--- config.mk ---
export PLATFORM = sky130hd
export DESIGN_NAME = openhmc_rf_access_seq_flat
export DESIGN_NICKNAME = d
export VERILOG_FILES = /design/src/rtl/openhmc_rf_access_seq_pkg.sv /design/src/rtl/openhmc_rf_access_seq_if.sv /design/src/rtl/openhmc_rf_access_seq_cmd_fifo.sv /design/src/rtl/openhmc_rf_access_seq.sv /design/src/flat_wrapper.sv
export SDC_FILE = /design/constraint.sdc
export NUM_CORES = 1
export LEC_CHECK = 0
export CORE_MARGIN = 1.5
export CORE_UTILIZATION = 40
export CTS_BUF_LIST = sky130_fd_sc_hd__clkbuf_16
export CTS_CLUSTER_SIZE = 20
export DETAILED_ROUTE_END_ITERATION = 8
export GPL_TIMING_DRIVEN = 1
export PLACE_DENSITY = 0.61
export SLEW_MARGIN = 10
export SYNTH_ARGS = -nofsm -noshare
export SYNTH_HDL_FRONTEND = slang
export SYNTH_SLANG_ARGS = --single-unit
export TNS_END_PERCENT = 5
--- constraint.sdc ---
create_clock -name clk_hmc -period 3.2 [get_ports clk_hmc]
set_input_delay 0.64 -clock clk_hmc [delete_from_list [all_inputs] [get_ports clk_hmc]]
set_output_delay 0.64 -clock clk_hmc [all_outputs]
set_load 0.005 [all_outputs]
--- src/rtl/openhmc_rf_access_seq_pkg.sv ---
// Shared types for the openHMC register-file access sequencer.
//   state_t  : sequencer FSM states
//   status_t : response status codes returned with every command
//   sat_inc8 : saturating increment used by the timeout event counter
package openhmc_rf_seq_pkg;

  typedef enum logic [1:0] {
    IDLE  = 2'd0,
    ISSUE = 2'd1,
    WAIT  = 2'd2,
    RESP  = 2'd3
  } state_t;

  typedef enum logic [1:0] {
    ST_OK  = 2'b00,
    ST_INV = 2'b01,
    ST_TMO = 2'b10
  } status_t;

  function automatic logic [7:0] sat_inc8(input logic [7:0] v);
    return (v == 8'hFF) ? v : v + 8'd1;
  endfunction

endpackage

--- src/rtl/openhmc_rf_access_seq_if.sv ---
// Command/response bus of the RF access sequencer.
//   cmd_* : requester -> sequencer, valid/ready; write flag, address, write data
//   rsp_* : sequencer -> requester, valid/ready; read data and 2-bit status
// master : requester side, slave : sequencer side.
interface openhmc_rf_access_seq_if #(
  parameter int AW = 4,
  parameter int WW = 64,
  parameter int RW = 64
);
  logic          cmd_valid;
  logic          cmd_ready;
  logic          cmd_write;
  logic [AW-1:0] cmd_addr;
  logic [WW-1:0] cmd_wdata;
  logic          rsp_valid;
  logic          rsp_ready;
  logic [RW-1:0] rsp_rdata;
  logic [1:0]    rsp_status;

  modport master (
    output cmd_valid, cmd_write, cmd_addr, cmd_wdata, rsp_ready,
    input  cmd_ready, rsp_valid, rsp_rdata, rsp_status
  );

  modport slave (
    input  cmd_valid, cmd_write, cmd_addr, cmd_wdata, rsp_ready,
    output cmd_ready, rsp_valid, rsp_rdata, rsp_status
  );
endinterface

--- src/rtl/openhmc_rf_access_seq_cmd_fifo.sv ---
// Synchronous command FIFO for the RF access sequencer.
//   push/din   : write side, ignored while full (even with a same-cycle pop)
//   pop/dout   : read side, dout shows the head entry, pop ignored while empty
//   full/empty : derived from the registered occupancy count
//   count      : occupancy, 0 .. 2**LOG
module openhmc_rf_cmd_fifo #(
  parameter int WIDTH = 69,
  parameter int LOG   = 2
) (
  input  logic             clk_hmc,
  input  logic             res_n_hmc,
  input  logic             push,
  input  logic [WIDTH-1:0] din,
  input  logic             pop,
  output logic [WIDTH-1:0] dout,
  output logic             full,
  output logic             empty,
  output logic [LOG:0]     count
);
  localparam int DEPTH = 2 ** LOG;

  logic [WIDTH-1:0] mem [DEPTH];
  logic [LOG-1:0]   wr_ptr;
  logic [LOG-1:0]   rd_ptr;
  logic [LOG:0]     cnt_q;
  logic             push_ok;
  logic             pop_ok;

  assign full    = (cnt_q == (LOG+1)'(DEPTH));
  assign empty   = (cnt_q == '0);
  assign count   = cnt_q;
  assign push_ok = push & ~full;
  assign pop_ok  = pop & ~empty;
  assign dout    = mem[rd_ptr];

  // NOTE: sequential state uses non-blocking (<=) so every register samples
  // pre-edge values regardless of statement order.
  always_ff @(posedge clk_hmc or negedge res_n_hmc) begin
    if (!res_n_hmc) begin
      wr_ptr <= '0;
      rd_ptr <= '0;
      cnt_q  <= '0;
    end else begin
      if (push_ok) wr_ptr <= wr_ptr + 1'b1;
      if (pop_ok)  rd_ptr <= rd_ptr + 1'b1;
      case ({push_ok, pop_ok})
        2'b10:   cnt_q <= cnt_q + 1'b1;
        2'b01:   cnt_q <= cnt_q - 1'b1;
        default: cnt_q <= cnt_q;
      endcase
    end
  end

  // NOTE: the storage array is deliberately not reset; pointers and count
  // define which entries are meaningful, and an unreset array maps to RAM.
  always_ff @(posedge clk_hmc) begin
    if (push_ok) mem[wr_ptr] <= din;
  end

endmodule

--- src/rtl/openhmc_rf_access_seq.sv ---
// RF access sequencer (clk_hmc domain).
// Buffers read/write commands from the bus interface, issues each one as a
// single-cycle rf_read_en/rf_write_en strobe, waits for rf_access_complete
// (bounded by a 2**TIMEOUT_LOG-cycle timeout) and returns data + status.
//   clk_hmc, res_n_hmc  : clock, asynchronous active-low reset
//   bus (slave)         : cmd_* command channel, rsp_* response channel
//   rf_*                : register-file access port
//   busy                : FSM not IDLE or commands queued
//   stray_complete      : 1-cycle pulse when a completion arrives in IDLE/RESP
//   timeout_cnt         : saturating count of timed-out accesses
module openhmc_rf_access_seq
  import openhmc_rf_seq_pkg::*;
#(
  parameter int HMC_RF_AWIDTH = 4,
  parameter int HMC_RF_WWIDTH = 64,
  parameter int HMC_RF_RWIDTH = 64,
  parameter int CMD_FIFO_LOG  = 2,
  parameter int TIMEOUT_LOG   = 8
) (
  input  logic                     clk_hmc,
  input  logic                     res_n_hmc,
  openhmc_rf_access_seq_if.slave   bus,
  output logic [HMC_RF_AWIDTH-1:0] rf_address,
  output logic                     rf_read_en,
  output logic                     rf_write_en,
  output logic [HMC_RF_WWIDTH-1:0] rf_write_data,
  input  logic [HMC_RF_RWIDTH-1:0] rf_read_data,
  input  logic                     rf_invalid_address,
  input  logic                     rf_access_complete,
  output logic                     busy,
  output logic                     stray_complete,
  output logic [7:0]               timeout_cnt
);
  localparam int FW = 1 + HMC_RF_AWIDTH + HMC_RF_WWIDTH;

  state_t                   state_q, state_d;
  logic                     wr_q;
  logic [TIMEOUT_LOG-1:0]   timer_q;
  logic [HMC_RF_RWIDTH-1:0] rdata_q;
  status_t                  status_q;
  logic                     stray_q;
  logic [7:0]               tmo_cnt_q;

  logic                     pop;
  logic                     capture;
  logic                     tmo;

  logic [FW-1:0]            fifo_din;
  logic [FW-1:0]            fifo_dout;
  logic                     fifo_full;
  logic                     fifo_empty;
  logic [CMD_FIFO_LOG:0]    fifo_count;
  logic                     push;

  // Gated with the reset pin so cmd_ready is low while reset is asserted and
  // rises immediately on release (the FIFO is empty then).
  assign bus.cmd_ready = res_n_hmc & ~fifo_full;
  assign push          = bus.cmd_valid & bus.cmd_ready;
  assign fifo_din      = {bus.cmd_write, bus.cmd_addr, bus.cmd_wdata};

  openhmc_rf_cmd_fifo #(
    .WIDTH (FW),
    .LOG   (CMD_FIFO_LOG)
  ) u_cmd_fifo (
    .clk_hmc   (clk_hmc),
    .res_n_hmc (res_n_hmc),
    .push      (push),
    .din       (fifo_din),
    .pop       (pop),
    .dout      (fifo_dout),
    .full      (fifo_full),
    .empty     (fifo_empty),
    .count     (fifo_count)
  );

  always_ff @(posedge clk_hmc or negedge res_n_hmc) begin
    if (!res_n_hmc) state_q <= IDLE;
    else            state_q <= state_d;
  end

  // NOTE: every signal written here gets a default before the case so no
  // path leaves it unassigned, which would otherwise infer a latch.
  always_comb begin
    state_d = state_q;
    pop     = 1'b0;
    capture = 1'b0;
    tmo     = 1'b0;
    case (state_q)
      IDLE: begin
        if (!fifo_empty) begin
          pop     = 1'b1;
          state_d = ISSUE;
        end
      end
      ISSUE: begin
        if (rf_access_complete) begin
          capture = 1'b1;
          state_d = RESP;
        end else begin
          state_d = WAIT;
        end
      end
      WAIT: begin
        // Completion takes priority over a coincident timeout.
        if (rf_access_complete) begin
          capture = 1'b1;
          state_d = RESP;
        end else if (timer_q == '1) begin
          tmo     = 1'b1;
          state_d = RESP;
        end
      end
      RESP: begin
        if (bus.rsp_ready) state_d = IDLE;
      end
      default: state_d = IDLE;
    endcase
  end

  // Access registers: loaded on pop, held until the next pop.
  always_ff @(posedge clk_hmc or negedge res_n_hmc) begin
    if (!res_n_hmc) begin
      wr_q          <= 1'b0;
      rf_address    <= '0;
      rf_write_data <= '0;
    end else if (pop) begin
      {wr_q, rf_address, rf_write_data} <= fifo_dout;
    end
  end

  // Timer restarts in the strobe cycle and counts WAIT cycles.
  always_ff @(posedge clk_hmc or negedge res_n_hmc) begin
    if (!res_n_hmc)              timer_q <= '0;
    else if (state_q == ISSUE)   timer_q <= '0;
    else if (state_q == WAIT)    timer_q <= timer_q + 1'b1;
  end

  // Response registers stay stable through RESP until the handshake.
  always_ff @(posedge clk_hmc or negedge res_n_hmc) begin
    if (!res_n_hmc) begin
      rdata_q   <= '0;
      status_q  <= ST_OK;
      tmo_cnt_q <= '0;
    end else if (capture) begin
      status_q <= rf_invalid_address ? ST_INV : ST_OK;
      rdata_q  <= (!wr_q && !rf_invalid_address) ? rf_read_data : '0;
    end else if (tmo) begin
      status_q  <= ST_TMO;
      rdata_q   <= '0;
      tmo_cnt_q <= sat_inc8(tmo_cnt_q);
    end
  end

  always_ff @(posedge clk_hmc or negedge res_n_hmc) begin
    if (!res_n_hmc) stray_q <= 1'b0;
    else            stray_q <= rf_access_complete &&
                               (state_q == IDLE || state_q == RESP);
  end

  // Strobes decode the state register directly so reset removes them at once.
  assign rf_read_en     = (state_q == ISSUE) && !wr_q;
  assign rf_write_en    = (state_q == ISSUE) &&  wr_q;

  assign bus.rsp_valid  = (state_q == RESP);
  assign bus.rsp_rdata  = rdata_q;
  assign bus.rsp_status = status_q;

  assign busy           = (state_q != IDLE) || (fifo_count != '0);
  assign stray_complete = stray_q;
  assign timeout_cnt    = tmo_cnt_q;

endmodule

--- src/flat_wrapper.sv ---
// flat-port wrapper written by rule: the top's interface ports become plain ports
module openhmc_rf_access_seq_flat import openhmc_rf_seq_pkg::*;
#(
  parameter int HMC_RF_AWIDTH = 4,
  parameter int HMC_RF_WWIDTH = 64,
  parameter int HMC_RF_RWIDTH = 64,
  parameter int CMD_FIFO_LOG  = 2,
  parameter int TIMEOUT_LOG   = 8
)
  (clk_hmc, res_n_hmc, rf_address, rf_read_en, rf_write_en, rf_write_data, rf_read_data, rf_invalid_address, rf_access_complete, busy, stray_complete, timeout_cnt, bus_cmd_valid, bus_cmd_write, bus_cmd_addr, bus_cmd_wdata, bus_rsp_ready, bus_cmd_ready, bus_rsp_valid, bus_rsp_rdata, bus_rsp_status);
  openhmc_rf_access_seq_if #(.AW(4), .WW(64), .RW(64)) bus_i ();
  input  logic clk_hmc;
  input  logic res_n_hmc;
  output logic [HMC_RF_AWIDTH-1:0] rf_address;
  output logic rf_read_en;
  output logic rf_write_en;
  output logic [HMC_RF_WWIDTH-1:0] rf_write_data;
  input  logic [HMC_RF_RWIDTH-1:0] rf_read_data;
  input  logic rf_invalid_address;
  input  logic rf_access_complete;
  output logic busy;
  output logic stray_complete;
  output logic [7:0] timeout_cnt;
  input wire logic [$bits(bus_i.cmd_valid)-1:0] bus_cmd_valid;
  input wire logic [$bits(bus_i.cmd_write)-1:0] bus_cmd_write;
  input wire logic [$bits(bus_i.cmd_addr)-1:0] bus_cmd_addr;
  input wire logic [$bits(bus_i.cmd_wdata)-1:0] bus_cmd_wdata;
  input wire logic [$bits(bus_i.rsp_ready)-1:0] bus_rsp_ready;
  output wire logic [$bits(bus_i.cmd_ready)-1:0] bus_cmd_ready;
  output wire logic [$bits(bus_i.rsp_valid)-1:0] bus_rsp_valid;
  output wire logic [$bits(bus_i.rsp_rdata)-1:0] bus_rsp_rdata;
  output wire logic [$bits(bus_i.rsp_status)-1:0] bus_rsp_status;
  assign bus_i.cmd_valid = bus_cmd_valid;
  assign bus_i.cmd_write = bus_cmd_write;
  assign bus_i.cmd_addr = bus_cmd_addr;
  assign bus_i.cmd_wdata = bus_cmd_wdata;
  assign bus_i.rsp_ready = bus_rsp_ready;
  assign bus_cmd_ready = bus_i.cmd_ready;
  assign bus_rsp_valid = bus_i.rsp_valid;
  assign bus_rsp_rdata = bus_i.rsp_rdata;
  assign bus_rsp_status = bus_i.rsp_status;
  openhmc_rf_access_seq #(.HMC_RF_AWIDTH(HMC_RF_AWIDTH), .HMC_RF_WWIDTH(HMC_RF_WWIDTH), .HMC_RF_RWIDTH(HMC_RF_RWIDTH), .CMD_FIFO_LOG(CMD_FIFO_LOG), .TIMEOUT_LOG(TIMEOUT_LOG)) u_core (.clk_hmc(clk_hmc), .res_n_hmc(res_n_hmc), .bus(bus_i), .rf_address(rf_address), .rf_read_en(rf_read_en), .rf_write_en(rf_write_en), .rf_write_data(rf_write_data), .rf_read_data(rf_read_data), .rf_invalid_address(rf_invalid_address), .rf_access_complete(rf_access_complete), .busy(busy), .stray_complete(stray_complete), .timeout_cnt(timeout_cnt));
endmodule
Word-level counts from Yosys, hierarchy flattened
Memory sizes are Yosys's and may differ from the RTL's. A register that Yosys moved wholly into a read port is not among the register bits.
Index checks and enable logic that the tools add are counted.

word-level totals
  register bits after elaboration = 92
  memory bits (writable) = 276
  input port bits = 139
  output and inout bits = 148
  word-level logic and storage cells = 78
  memories = 1

cells by class
  add/sub/neg operators = 6
  eq/ne operators = 11
  mux-type cells = 24
  bitwise logic cells = 8
  reduce and logical (&&, ||, !) cells = 19

memories
  name                   depth  width  read ports  clocked after memory_dff  wr ports  RTL line                              source
  u_core.u_cmd_fifo.mem  4      69     1           1                         1         openhmc_rf_access_seq_cmd_fifo.sv:22  logic [WIDTH-1:0] mem [DEPTH];

operators with widths
  cell                 count
  $mux 64              3
  $add 8x1->8 const B  2
  $eq 8x8->1 const B   2
  $mux 8               2
  $mux 2               6
  $mux 1               11
  $pmux 2 s4           1
  $reduce_bool 2->1    4
  $eq 2x2->1 const B   3
  $pmux 3 s2           1
  $reduce_and 3->1     2
  $add 2x1->2 const B  2
  $and 1x1->1          4
  $eq 2x1->1 const B   2
  $logic_and 1x1->1    4
  $ne 2x2->1 const B   2
  $not 1->1            4
  $add 3x1->3 const B  1
  $eq 3x3->1 const B   1
  $logic_not 1->1      3
  $logic_not 3->1      1
  $ne 3x2->1 const B   1
  $reduce_bool 3->1    1
  $sub 3x1->3 const B  1
  other kinds (3)      4

Longest topological paths before layout
  word-level depth = 7
  mapped depth = 12

Cells and area by module
From an unflattened synthesis, not the netlist that was laid out.

second synthesis, totals
  cells, all modules = 800
  area total of the unflattened synthesis = 16414.5 um2

modules (own cells, without submodules)
  module                 instances  cells each  area each (um2)
  openhmc_rf_cmd_fifo    1          398         10457.5
  openhmc_rf_access_seq  1          402         5957.0

Worst setup path before layout
Ideal clock, no wire load.

  path type = in2reg
  from = input res_n_hmc
  to = memory u_core.u_cmd_fifo.mem[0][0] (enable)
  data arrival time = 2.680 ns
  required time = 2.765 ns
  slack = 0.085 ns
  stages on the path = 3
  cell sequence = inv_1 -> a31oi_1 -> and3_1

between the ends
  longest elaborated chain between the ends = 5

ends and longest elaborated chain
  what                          RTL line                              source
  start, declared               flat_wrapper.sv:13                    input logic res_n_hmc;
  $and 1x1->1                   openhmc_rf_access_seq.sv:57           assign bus.cmd_ready = res_n_hmc & ~fifo_full;
  net bus_cmd_ready             flat_wrapper.sv:29                    output wire logic [$bits(bus_i.cmd_ready)-1:0] bus_cmd_ready;
  $and 1x1->1                   openhmc_rf_access_seq.sv:58           assign push = bus.cmd_valid & bus.cmd_ready;
  $and 1x1->1                   openhmc_rf_access_seq_cmd_fifo.sv:32  assign push_ok = push & ~full;
  $mux 1                        openhmc_rf_access_seq_cmd_fifo.sv:57  if (push_ok) mem[wr_ptr] <= din;
  $mux 1 (implied by the code)  openhmc_rf_access_seq_cmd_fifo.sv:57
  end, declared                 openhmc_rf_access_seq_cmd_fifo.sv:22

The timed path passes the listed nets, and every way through them passes these cells.

Final worst setup path
  from = input res_n_hmc
  to = output bus_cmd_ready

between the ends
  longest elaborated chain between the ends = 1

ends and longest elaborated chain
  what           RTL line
  $and 1x1->1    openhmc_rf_access_seq.sv:57
  end, declared  flat_wrapper.sv:29

Every way passes these cells.

==> metrics.md <==
| Metric | Value |
|---|---|
| Die height | a little over 200 µm |
| Synth Cell Area | roughly 16000 µm² |
| CP cell instances | dlygate4sd3_1, buf_6, inv_1, a31oi_2, clkdlybuf4s50_1 |
| RSZ-0062 raised after global routing | no |
| Storage cell area | about 12000 µm² |
| Wirelength, routed | 37800 µm |
| Startpoint types | primary input |
| Top cells by area, synth | edfxtp_1, dfrtp_1, mux4_2 |
| CTS tree | built |
| EDFF count, synth | about 280 |
| Pins over their slew limit | 0 |
| Clock Tree Buf Depth | 3 |
| Critical Path RT | about 2.6 ns |
| Footprint of the multi-input gates | between 3000 and 4000 µm² |
| Starting Density | 40.8% |
| Max-Cap Viols | 0 |
| Share of the synthesized area in the top cell type | roughly half |
| Max_slew headroom | roughly two fifths |
| First-pass iteration count of the detailed router | 4 |
| Drt wl/cell | around 21 µm |
| Vias in the first global route | roughly 9700 |
| Leak | between 8 and 9 nW |
| Grt ovf | 0 |
| First-pass GRT wire length | around 58000 µm |
| Final #Nets | 1410 |
| CP max FO | 12 |
| Clock latency on the worst-skew pair | between 0.5 and 0.6 ns |
| Top FF cell, synth | edfxtp_1 |
| WS Path Type | primary input to primary output |
| Layout area overhead | 30.9% |
| Status | complete, no violations |
| CTS Root Cell | clkbuf_16 |
| Synth warnings | 0 |
| Post-synthesis sequential area ratio | about three quarters |
| Total CTS buffers | 46 |
| Synthesized net count | approximately 1100 |
| GPL Wtd Cong | approximately 0.80 |
| Pin count of the biggest net entering global routing | 152 |
| Post-Syn Area per Cell | between 15 and 20 µm² |
| Placed wire-length estimate | ~24000 µm |
| Htree depth | 2 |
| Clk slew on worst S/H paths | roughly 0.06 ns |
| Synth top cells by count | edfxtp_1, nand2_1, dfrtp_1, mux4_2, a22o_1 |
| Min Tclk post-route | 2.99 ns |
| DIE WIDTH | between 200 and 250 µm |
| Hold Fails Final Rpt | 0 |
| Layout cells sized above 1 | 13.6% |
| Worst-Margin Slew | approximately 0.91 ns |
| Setup crit end kind | primary output |
| Total core area | around 40000 µm² |
| Synth Area in Compound Gates | under 10% |
| Hold Worst Slack | 0.458 ns |
| IO buf count | 286 |
| CTS sink count | ~440 |
| Maximum VDD drop | 0.522 mV |
| Setup Skew | approximately 0.0089 ns |
| Most common cell in the synthesized netlist | edfxtp_1 |
| Synth cell types | 40 |
| Top Ports | ~290 |
| GR Util All Layers | between 10% and 20% |
| FF+latch count, synth | 437 |
| Largest family of logic cells by synthesized area | multiplexers |
| Post-synth ARST share | between 30% and 40% |
| DRT iter0 DRCs | between 600 and 700 |
| Final core utilization | 53.4% |
| DR vias | 9171 |
| Synth area leader | edfxtp_1 |
| # fillers | approximately 3200 |
| Synth Area in Simple Gates | under 10% |
| Worst EP arrival | between 2 and 2.5 ns |
| Post-synthesis xor/xnor area fraction | less than 1% |
| Mux contribution to synthesized area | slightly below 10% |
| Post-CTS Setup Bufs | 0 |
| CP peak stage delay | about 0.57 ns |
| Setup TNS Final | 0 ns |
| Syn Inst Count | 946 |
| Power per cell area | 858 nW/µm² |
| Critical Path Slowest Stage Cell | clkdlybuf4s50_1 |
| DRT antenna net count | 0 |
| Number of vias per cell | slightly above 5 |
| Synth Area in Adders | under 10% |
| Period utilisation layout | slightly above 90% |
| Hold Path Class | primary input to asynchronous set/reset pin |
| Fmax | between 0.3 and 0.4 GHz |
| Initial antenna violation count | 5 |
| Residual DRC | 0 |
| Die ar. | ~42000 µm² |
| Row cnt | between 70 and 80 |
| Final setup vio count | 0 |
| Power after layout | roughly 18 mW |
metal layers:
layer	vias up	routed length, µm	global-route usage (%)
met3	57	3210	5.55
met2	305	17800	29.3
met4	4	773	5.99
met1	4642	16100	23.7
met5	-	28	0
li1	4163	-	-
final timing paths:
path	startpoint	to	slack, ns	cells after the start
setup / recovery	res_n_hmc	bus_cmd_ready	0.21	5
hold / removal	res_n_hmc	u_core.timeout_cnt[7]	0.46	2
setup reg to reg	u_core.state_q[0]	u_core.bus.rsp_rdata[23]	1.00	5
hold reg to reg	u_core.rf_address[2]	u_core.rf_address[2]	0.47	2
max in group asynchronous	res_n_hmc	u_core.u_cmd_fifo.rd_ptr[1]	1.56	3
min in group clk_hmc	u_core.rf_address[2]	u_core.rf_address[2]	0.47	2
state kept, by name, summed over array words and instances, names as in the netlist, 3 cells and up:
register                 cells
u_core.bus.rsp_rdata        64
u_core.u_cmd_fifo.mem      276
u_core.u_cmd_fifo.count      3
u_core.rf_address            4
u_core.timeout_cnt           8
u_core.timer_q               8
u_core.rf_write_data        64
cell type report:
| cell class | count | share of cell area [%] |
|---|---|---|
| Antenna cell | 4 | 0.0469 |
| Clock buffer | 47 | 5.52 |
| Clock inverter | 38 | 0.968 |
| Inverter | 15 | 0.264 |
| Multi-Input combinational cell | 446 | 17.5 |
| Sequential cell | 437 | 57.8 |
| Tap cell | 525 | 3.08 |
| Timing Repair Buffer | 312 | 14.8 |
repair_timing:
action                                 4_1_cts  5_1_grt
gates resized for setup                      0        1
setup endpoints to repair                    0        1
endpoints found under the hold margin       10        0
hold buffers                                 1        0
logic make-up (layout without fill, tap and decap cells):
kind of cell    count (synthesis)  in the layout
xor+xnor                       16             16
compound gates                 84             84
mux                            74             74
fa+ha+maj                      13             13
flops                         437            437
other cells                     0              4
simple gates                  259            259
buf+inv                        63            412
placed cells by master, fill, tap and decap left out, types with 2 or more instances in the layout:
cell / Yosys / layout
ha_1: 12 / 12
or2_2: 2 / 2
xor2_1: 5 / 5
and2_1: 3 / 3
clkdlybuf4s50_1: 0 / 285
nor3b_1: 2 / 2
nand2_1: 215 / 215
inv_1: 14 / 31
nand4_1: 3 / 3
dfrtp_1: 161 / 159
a22o_1: 64 / 64
o21ai_0: 3 / 3
nor2_1: 8 / 8
edfxtp_1: 276 / 276
clkinv_1: 0 / 7
nand3_1: 9 / 9
buf_12: 0 / 8
mux4_2: 69 / 69
o22ai_1: 3 / 3
clkinv_2: 0 / 10
nor2b_1: 5 / 5
xnor2_1: 11 / 11
and3_4: 0 / 4
dfrtp_4: 0 / 2
a21oi_1: 6 / 6
buf_4: 0 / 17
and3_1: 6 / 2
diode_2: 0 / 4
a31oi_1: 3 / 2
clkbuf_16: 0 / 47
mux2_2: 4 / 4
stage by stage:
stage | std cells | instance area (µm²) | worst slack (ns)
floorplan | 946 | 16300 | 0.0852
global placement | 1734 | 19900 | 0.583
detailed placement | 1734 | 19900 | 0.583
CTS | 1820 | 21300 | 0.0352
global route | 1821 | 21300 | 0.124
finish | 1824 | 21300 | 0.215
worst max-delay path: cells and delay by family:
kind	cells	cell delay, ns
buffers and inverters	4	1.37
AOI/OAI and AO/OA	1	0.33
power by group:
part / switching (mW) / total (mW) / internal, mW
clock: 2.13 / 4.88 / 2.74
sequential: 0.746 / 7.93 / 7.19
combinational: 2.54 / 5.48 / 2.94
Power figures use the tool's default switching activity.
